**src/rtl/arith_monitor.sv**
```systemverilog
// Result checker for a 3-cycle-latency arithmetic DUT: compares the DUT output with
// a behavioural expected value over a fixed-length run and captures the first mismatch.

module arith_monitor_exp #(
  parameter int WIDTH = 32,
  parameter int OP    = 0
) (
  input  logic [WIDTH-1:0] a_i,
  input  logic [WIDTH-1:0] b_i,
  output logic [WIDTH-1:0] exp_o
);
  // Context width is WIDTH, so carries, borrows and high product bits drop out.
  always_comb begin
    case (OP)
      1:       exp_o = a_i - b_i;
      2:       exp_o = a_i * b_i;
      default: exp_o = a_i + b_i;
    endcase
  end
endmodule

module arith_monitor #(
  parameter int WIDTH     = 32,
  parameter int OP        = 0,
  parameter int NUM_TESTS = 1024,
  parameter int WARMUP    = 8
) (
  input  logic             clk_dut,
  input  logic             reset,
  input  logic             i_start,
  input  logic [WIDTH-1:0] i_delayed_a,
  input  logic [WIDTH-1:0] i_delayed_b,
  input  logic [WIDTH-1:0] i_dut_out,
  input  logic [31:0]      i_dut_delay,
  input  logic             i_inject,
  output logic             o_busy,
  output logic             o_done,
  output logic             o_pass,
  output logic [31:0]      o_test_count,
  output logic [31:0]      o_err_count,
  output logic [WIDTH-1:0] o_first_err_a,
  output logic [WIDTH-1:0] o_first_err_b,
  output logic [WIDTH-1:0] o_first_err_out,
  output logic [WIDTH-1:0] o_first_err_exp
);
  localparam logic [31:0] DELAY_INVALID = 32'h0000FFFF;
  localparam logic [31:0] LAST_WARM     = 32'(WARMUP - 1);
  localparam logic [31:0] NUM_TESTS_W   = 32'(NUM_TESTS);

  typedef enum logic [2:0] {S_IDLE, S_ARM, S_WARMUP, S_RUN, S_DONE} state_t;

  typedef struct packed {
    logic [WIDTH-1:0] a;
    logic [WIDTH-1:0] b;
    logic [WIDTH-1:0] out;
    logic [WIDTH-1:0] exp;
  } err_vec_t;

  state_t     state_q, state_d;
  logic [31:0] warm_q, warm_d;
  logic [31:0] test_q, test_d;
  logic [31:0] err_q, err_d;
  err_vec_t   first_q, first_d;
  logic [2:0] skip_q;
  logic [WIDTH-1:0] expected;
  logic       skip_3;

  arith_monitor_exp #(.WIDTH(WIDTH), .OP(OP)) u_exp (
    .a_i   (i_delayed_a),
    .b_i   (i_delayed_b),
    .exp_o (expected)
  );

  // Inject mask follows the driver's operand delay so it lines up with i_dut_out.
  assign skip_3 = skip_q[2];

  always_ff @(posedge clk_dut or posedge reset) begin
    if (reset) begin
      state_q <= S_IDLE;
      warm_q  <= '0;
      test_q  <= '0;
      err_q   <= '0;
      first_q <= '0;
      skip_q  <= '0;
    end else begin
      state_q <= state_d;
      warm_q  <= warm_d;
      test_q  <= test_d;
      err_q   <= err_d;
      first_q <= first_d;
      skip_q  <= {skip_q[1:0], i_inject};
    end
  end

  always_comb begin
    state_d = state_q;
    warm_d  = warm_q;
    test_d  = test_q;
    err_d   = err_q;
    first_d = first_q;
    case (state_q)
      S_IDLE, S_DONE: begin
        if (i_start) begin
          state_d = S_ARM;
          test_d  = '0;
          err_d   = '0;
          first_d = '0;
        end
      end
      S_ARM: begin
        if (i_dut_delay != DELAY_INVALID) begin
          state_d = (WARMUP == 0) ? S_RUN : S_WARMUP;
          warm_d  = '0;
        end
      end
      S_WARMUP: begin
        if (warm_q == LAST_WARM) state_d = S_RUN;
        else                     warm_d  = warm_q + 32'd1;
      end
      S_RUN: begin
        if (!skip_3) begin
          test_d = test_q + 32'd1;
          if (i_dut_out != expected) begin
            err_d = (err_q == '1) ? err_q : err_q + 32'd1;
            if (err_q == '0) first_d = '{a: i_delayed_a, b: i_delayed_b,
                                         out: i_dut_out, exp: expected};
          end
          if (test_d == NUM_TESTS_W) state_d = S_DONE;
        end
      end
      default: state_d = S_IDLE;
    endcase
  end

  assign o_busy          = (state_q == S_ARM) || (state_q == S_WARMUP) || (state_q == S_RUN);
  assign o_done          = (state_q == S_DONE);
  assign o_pass          = (state_q == S_DONE) && (err_q == '0);
  assign o_test_count    = test_q;
  assign o_err_count     = err_q;
  assign o_first_err_a   = first_q.a;
  assign o_first_err_b   = first_q.b;
  assign o_first_err_out = first_q.out;
  assign o_first_err_exp = first_q.exp;
endmodule
```
**config.mk**
```make
export PLATFORM = sky130hd
export DESIGN_NAME = arith_monitor
export DESIGN_NICKNAME = d
export VERILOG_FILES = /design/src/rtl/arith_monitor.sv
export SDC_FILE = /design/constraint.sdc
export NUM_CORES = 1
export LEC_CHECK = 0
export ABC_AREA = 1
export ABC_CLOCK_PERIOD_IN_PS = 9300
export BUFFER_PORTS_ARGS = -buffer_cell sky130_fd_sc_hd__buf_4
export CORE_ASPECT_RATIO = 0.5
export CORE_UTILIZATION = 23
export DETAILED_ROUTE_END_ITERATION = 6
export GPL_TIMING_DRIVEN = 0
export PLACE_DENSITY = 0.44
export SLEW_MARGIN = 10
export SYNTH_ARGS = -nofsm -noshare
export SYNTH_HDL_FRONTEND = slang
export SYNTH_SLANG_ARGS = --single-unit
```
**constraint.sdc**
```tcl
create_clock -name clk_dut -period 9.3 [get_ports clk_dut]
set_clock_uncertainty 0.05 [all_clocks]
set_input_delay 1.395 -clock clk_dut [delete_from_list [all_inputs] [get_ports clk_dut]]
set_output_delay 1.395 -clock clk_dut [all_outputs]
set_load 0.01 [all_outputs]
```
* After elaboration in Yosys (flattened, before gate mapping)
Index checks and enable logic that the tools add are counted.
Storage, ports and cells: register bits after elaboration 230, latch bits 0, bits in writable memories 0, ROM bits 0, output and inout bits 195, memories kept 0
Cells by class: add/subtract/negate cells 4, multiply operators 0, divide/modulo/power cells 0, $lt $le $gt $ge 0, equality and inequality tests 18, shift operators 0, muxes and demuxes 21, bitwise logic cells 0, reduce and logical (&&, ||, !) cells 13
Operators with widths (count):
- $mux W128 | 4
- $pmux W128 S2 | 1
- $mux W32 | 7
- $pmux W32 S2 | 3
- $add A32 B1 Y32 const B | 3
- $add A32 B32 Y32 | 1
- $eq A32 B11 Y1 const B | 1
- $eq A32 B3 Y1 const B | 1
- $eq A32 B32 Y1 const B | 1
- $logic_not A32 Y1 | 1
- $ne A32 B16 Y1 const B | 1
- $ne A32 B32 Y1 | 1
- $ne A2 B2 Y1 const B | 9
- $mux W3 | 5
- $reduce_and A5 Y1 | 3
- $pmux W3 S4 | 1
- $eq A3 B2 Y1 const B | 2
- $reduce_and A3 Y1 | 2
- $reduce_bool A2 Y1 | 2
- $eq A3 B1 Y1 const B | 1
- $eq A3 B3 Y1 const B | 1
- $logic_not A3 Y1 | 1
- $logic_or A1 B1 Y1 | 2
- $reduce_or A2 Y1 | 1
- $logic_and A1 B1 Y1 | 1

* Longest topological paths before layout
depth in word-level cells 5, mapped depth 25, depth with buffers taken out 23

* Cells and area by module
A second synthesis with hierarchy kept.
Unflattened totals: cells, all modules 2124, area, all modules 14664.1 um^2
Modules (own cells, without submodules):
- arith_monitor | instances 1, cells an instance 1633, area each 12340.6 um^2, sequential area each 5755.5 um^2
- arith_monitor_exp | instances 1, cells an instance 491, area each 2323.5 um^2, sequential area each 0.0 um^2

* Worst setup path after synthesis
No wires, ideal clock.
path kind input -> register, start input port i_delayed_a[0], end register err_q[10], in the netlist o_err_count[10], arrival 3.694 ns, required time 9.133 ns, setup slack 5.439 ns, stages 23, path through ha_1 > inv_1 > fa_1 > inv_1 > nand3_1 > nand2_1 > nand2_1 > nand2_1 > nand2_1 > nand2_1 > nand2_1 > nand3_1 > nand2_1 > nand2_1 > nand2_1 > nor2_1 > nand2_1 > nor2_1 > nand3_2 > buf_2 > buf_2 > nand3_1 > nand2_1
On the way: cells in the longest elaborated chain, start to end 4
Ends and longest elaborated chain:
- start: declaration | line 31 | input logic [WIDTH-1:0] i_delayed_a,
- $add A32 B32 Y32 | line 17 | default: exp_o = a_i + b_i;
- $ne A32 B32 Y1 | line 123 | if (i_dut_out != expected) begin
- $ne A2 B2 Y1 (no source line)
- $reduce_and A5 Y1 (no source line)
- end signal: assignment | line 89 | err_q <= err_d;
- end: declaration | line 62 | logic [31:0] err_q, err_d;
Every way passes these cells. A chain may end at the register's enable or synchronous reset.

* Worst setup path after layout
start input port i_delayed_a[0], end register first_q, in the netlist o_first_err_a[22]
On the way: cells in the longest elaborated chain, start to end 4
Ends and longest elaborated chain:
- $add A32 B32 Y32 | line 17
- $ne A32 B32 Y1 | line 123
- $ne A2 B2 Y1 (no source line)
- $reduce_and A5 Y1 (no source line)
- end signal: assignment | line 90 | first_q <= first_d;
- end: declaration | line 63 | err_vec_t first_q, first_d;
Every way passes these cells.

==> metrics.md <==
| Metric | Value |
|---|---|
| Outcome | finished with violations |
| Violated checks | design-rule violations |
| Critical path launch point type | primary input |
| GRT Total Usage | 0.174 |
| Die width | 369 µm |
| Postcts setup bufs | 0 |
| Largest net degree at the start of global routing | between 90 and 100 |
| Seq cells post-synth | 230 |
| DR vias | between 15000 and 20000 |
| Hold endpoint | skip_q[2] |
| Core box area | roughly 66000 µm² |
| Share of cells above drive strength 1 | 0.149 |
| Util after Layout | 0.304 |
| Worst min-delay path category | register to register |
| Initial DRC Count | roughly 1100 |
| Clock latency on the worst-skew pair | 0.58 ns |
| Sequential group share of total power | 0.315 |
| IO Port Bufs | between 300 and 400 |
| R2r startpoint | state_q[1] |
| Max_cap viols | 0 |
| Leak pwr | between 10 and 15 nW |
| Initial Util | 0.235 |
| Reg2Reg Setup Slack | approximately 5.4 ns |
| DP HPWL | 47800 µm |
| Worst Tran Pin Value | 1.05 ns |
| Worst Path Class, Setup | primary input to register |
| CP required | 9.72 ns |
| RSZ-0062 raised after global routing | no |
| Vias in the first global route | 15535 |
| Sw Pwr | 1.96 mW |
| FF-to-FF End | o_first_err_a[22] |
| Max-slew headroom | 0.300 |
| Global-route wire length before repair | 92600 µm |
| Placed instance count | 3597 |
| Post-synth EDFFs | 0 |
| Routed wire length | 60300 µm |
| Hold path depth | 0 |
| Hold path start | skip_q[1] |
| Syn Nets | 2553 |
| Mean Syn Cell Area | 6.49 µm² |
| CTS root buf | clkbuf_16 |
| Yosys cell types | 40 |
| Worst setup EP type | register |
| Cell taking the most area after synthesis | dfrtp_1 |
| Initial antenna violation count | 3 |
| Clk pin slew, worst setup/hold paths | roughly 0.07 ns |
| FMAX | 0.212 GHz |
| Setup TNS | 0 ns |
| Total grt overflow | 0 |
| Synthesized area | 15500 µm² |
| Post-CTS Resized | 0 |
| CTS HTree Levels | 1 |
| Area Overhead vs Synth | 29.0% |
| Slew Viols, Final | 0 |
| Clock Power Share | 0.240 |
| Final std cells w/o fill | 3648 |
| Core Rows | 66 |
| Synth Flop Type | dfrtp_1 |
| CTS tree | done |
| Ports | 327 |
| Top cell type's share of synthesized area | 0.372 |
| RD Place Congestion | 0.883 |
| Nets | 2910 |
| Gate Count Post-Synth | 2385 |
| Asr flop ratio synth | 1.00 |
| PD cells | 226 nW/µm² |
| WP data arrival | 5.14 ns |
| Top cells by area, synth | dfrtp_1 (37%), nand2_1 (20%), nand3_1 (8.9%) |
| CP max FO | 10 |
| Final Hold Viols | 0 |
| Remaining DRCs | 5 |
| CTS buffer count | 27 |
| Comb pwr share | 0.444 |
| Post-CTS Hold Fix Bufs | 0 |
| Vias/cell | between 4 and 5 |
| Yosys warns | 0 |
| Minimum clock period | 4.72 ns |
| Sequential-to-total area share from yosys stat | 0.372 |
| Clk sinks | 230 |
| CP Launch Point | i_delayed_a[0] |
| Final setup vio count | 0 |
| Post-route ant nets | 0 |
| Die Height | 186 µm |
| Tcrit/Tclk final | 0.508 |
| First drt pass iteration count | 7 |
| Maximum VDD drop | 0.134 mV |
| Die area | ~68000 µm² |
| WL/cell | 16.5 µm |
| Int Pwr | 2.57 mW |
| Sw frac | 0.433 |
| Max Root-Sink Buffers | 3 |
| R2R depth | 10 |
final cells by class:
| class | count | area, µm² |
|---|---|---|
| Multi-Input combinational cell | 1735 | 8080 |
| Inverter | 342 | 1290 |
| Tap cell | 884 | 1110 |
| Buffer | 78 | 369 |
| Antenna cell | 3 | 7.51 |
| Fill cell | 7377 | 45800 |
| Clock inverter | 10 | 87.6 |
| Timing Repair Buffer | 328 | 2500 |
| Sequential cell | 230 | 5760 |
| Clock buffer | 38 | 777 |
flip-flops by register name, summed over array words and instances, names as in the netlist:
name / flops
o_err_count: 32
o_first_err_a: 32
o_first_err_b: 32
o_first_err_exp: 32
o_first_err_out: 32
o_test_count: 32
warm_q: 32
skip_q: 3
state_q: 3
metrics by stage:
stage	cell area, µm²	hold slack, ns	total power [mW]	worst slack, ns
detailed placement	19100	0.286	3.49	3.97
global route	20000	0.314	4.85	4.27
floorplan	15500	0.281	2.50	1.55
global placement	19000	0.285	3.48	-2.17
finish	20000	0.291	4.52	4.58
CTS	20000	0.289	4.61	4.61
metal layers:
layer | part of all wire | global-route usage
met1 | 0.44 | 0.219
met2 | 0.50 | 0.310
met5 | 0 | 0
met4 | 0.026 | 0.0485
met3 | 0.034 | 0.0234
synth_stat cells, drive strengths merged, types with 7 or more instances:
| cell | count |
|---|---|
| xnor2 | 7 |
| nor4 | 35 |
| o21ai | 28 |
| dfrtp | 230 |
| nand3b | 7 |
| ha | 35 |
| nor2 | 275 |
| nand2 | 810 |
| xor2 | 42 |
| and2 | 7 |
| buf | 39 |
| clkbuf | 39 |
| nand3 | 277 |
| a21oi | 55 |
| inv | 340 |
| o22ai | 36 |
| nor3 | 64 |
| nand4 | 35 |
cells by family (layout without fill, tap and decap cells):
logic type,after synthesis,count (layout),share of synthesized area
AO/OA/AOI/OAI,128,128,0.0456
XOR/XNOR,53,53,0.0335
adder cells (fa/ha/maj),36,36,0.0296
buffers and inverters,420,796,0.107
flip-flops,230,230,0.372
other,0,3,0
AND/OR/NAND/NOR,1518,1518,0.413
critical path: stages:
cell,delay [ns]
buf_4,0.12
ha_1,0.28
inv_1,0.08
fa_1,0.43
inv_1,0.17
nand3_1,0.11
nand2_1,0.15
nand3_1,0.15
nand3_1,0.23
nand2_1,0.11
nand3b_1,0.12
nand2_1,0.13
nand2_1,0.08
nand2_1,0.05
nor2_1,0.08
nand2_1,0.07
nor2_1,0.24
nand3_2,0.30
buf_2,0.38
buf_2,0.28
nand3_1,0.11
nand2_1,0.06
cell usage in the layout, fill, tap and decap left out, types with 9 or more instances in the layout:
master and instances:
a21oi_1 55, buf_1 9, buf_2 16, buf_4 339
clkbuf_1 44, clkbuf_16 27, dfrtp_1 230, ha_1 35
inv_1 335, nand2_1 809, nand3_1 276, nand4_1 35
nor2_1 274, nor3_1 63, nor4_1 34, o21ai_0 28
o22ai_1 36, xor2_1 42
power by group through the flow:
stage	clock network [mW]	logic (mW)	registers (mW)
final	1.09	2.01	1.43
after global routing	1.17	2.23	1.46
after CTS	1.13	2.05	1.43
after detailed placement	0	2.04	1.45
after global placement	0	2.04	1.44
after floorplan	0	0.976	1.52
worst max path at each step:
stage	cells past startpoint	to
2_1_floorplan	1	o_err_count[0]
6_report	22	o_first_err_a[22]
5_1_grt	22	o_first_err_a[23]
3_5_place_dp	22	o_first_err_a[22]
4_1_cts	22	o_first_err_a[22]
3_3_place_gp	2	o_first_err_b[30]
(Power assumes the default switching activity.)
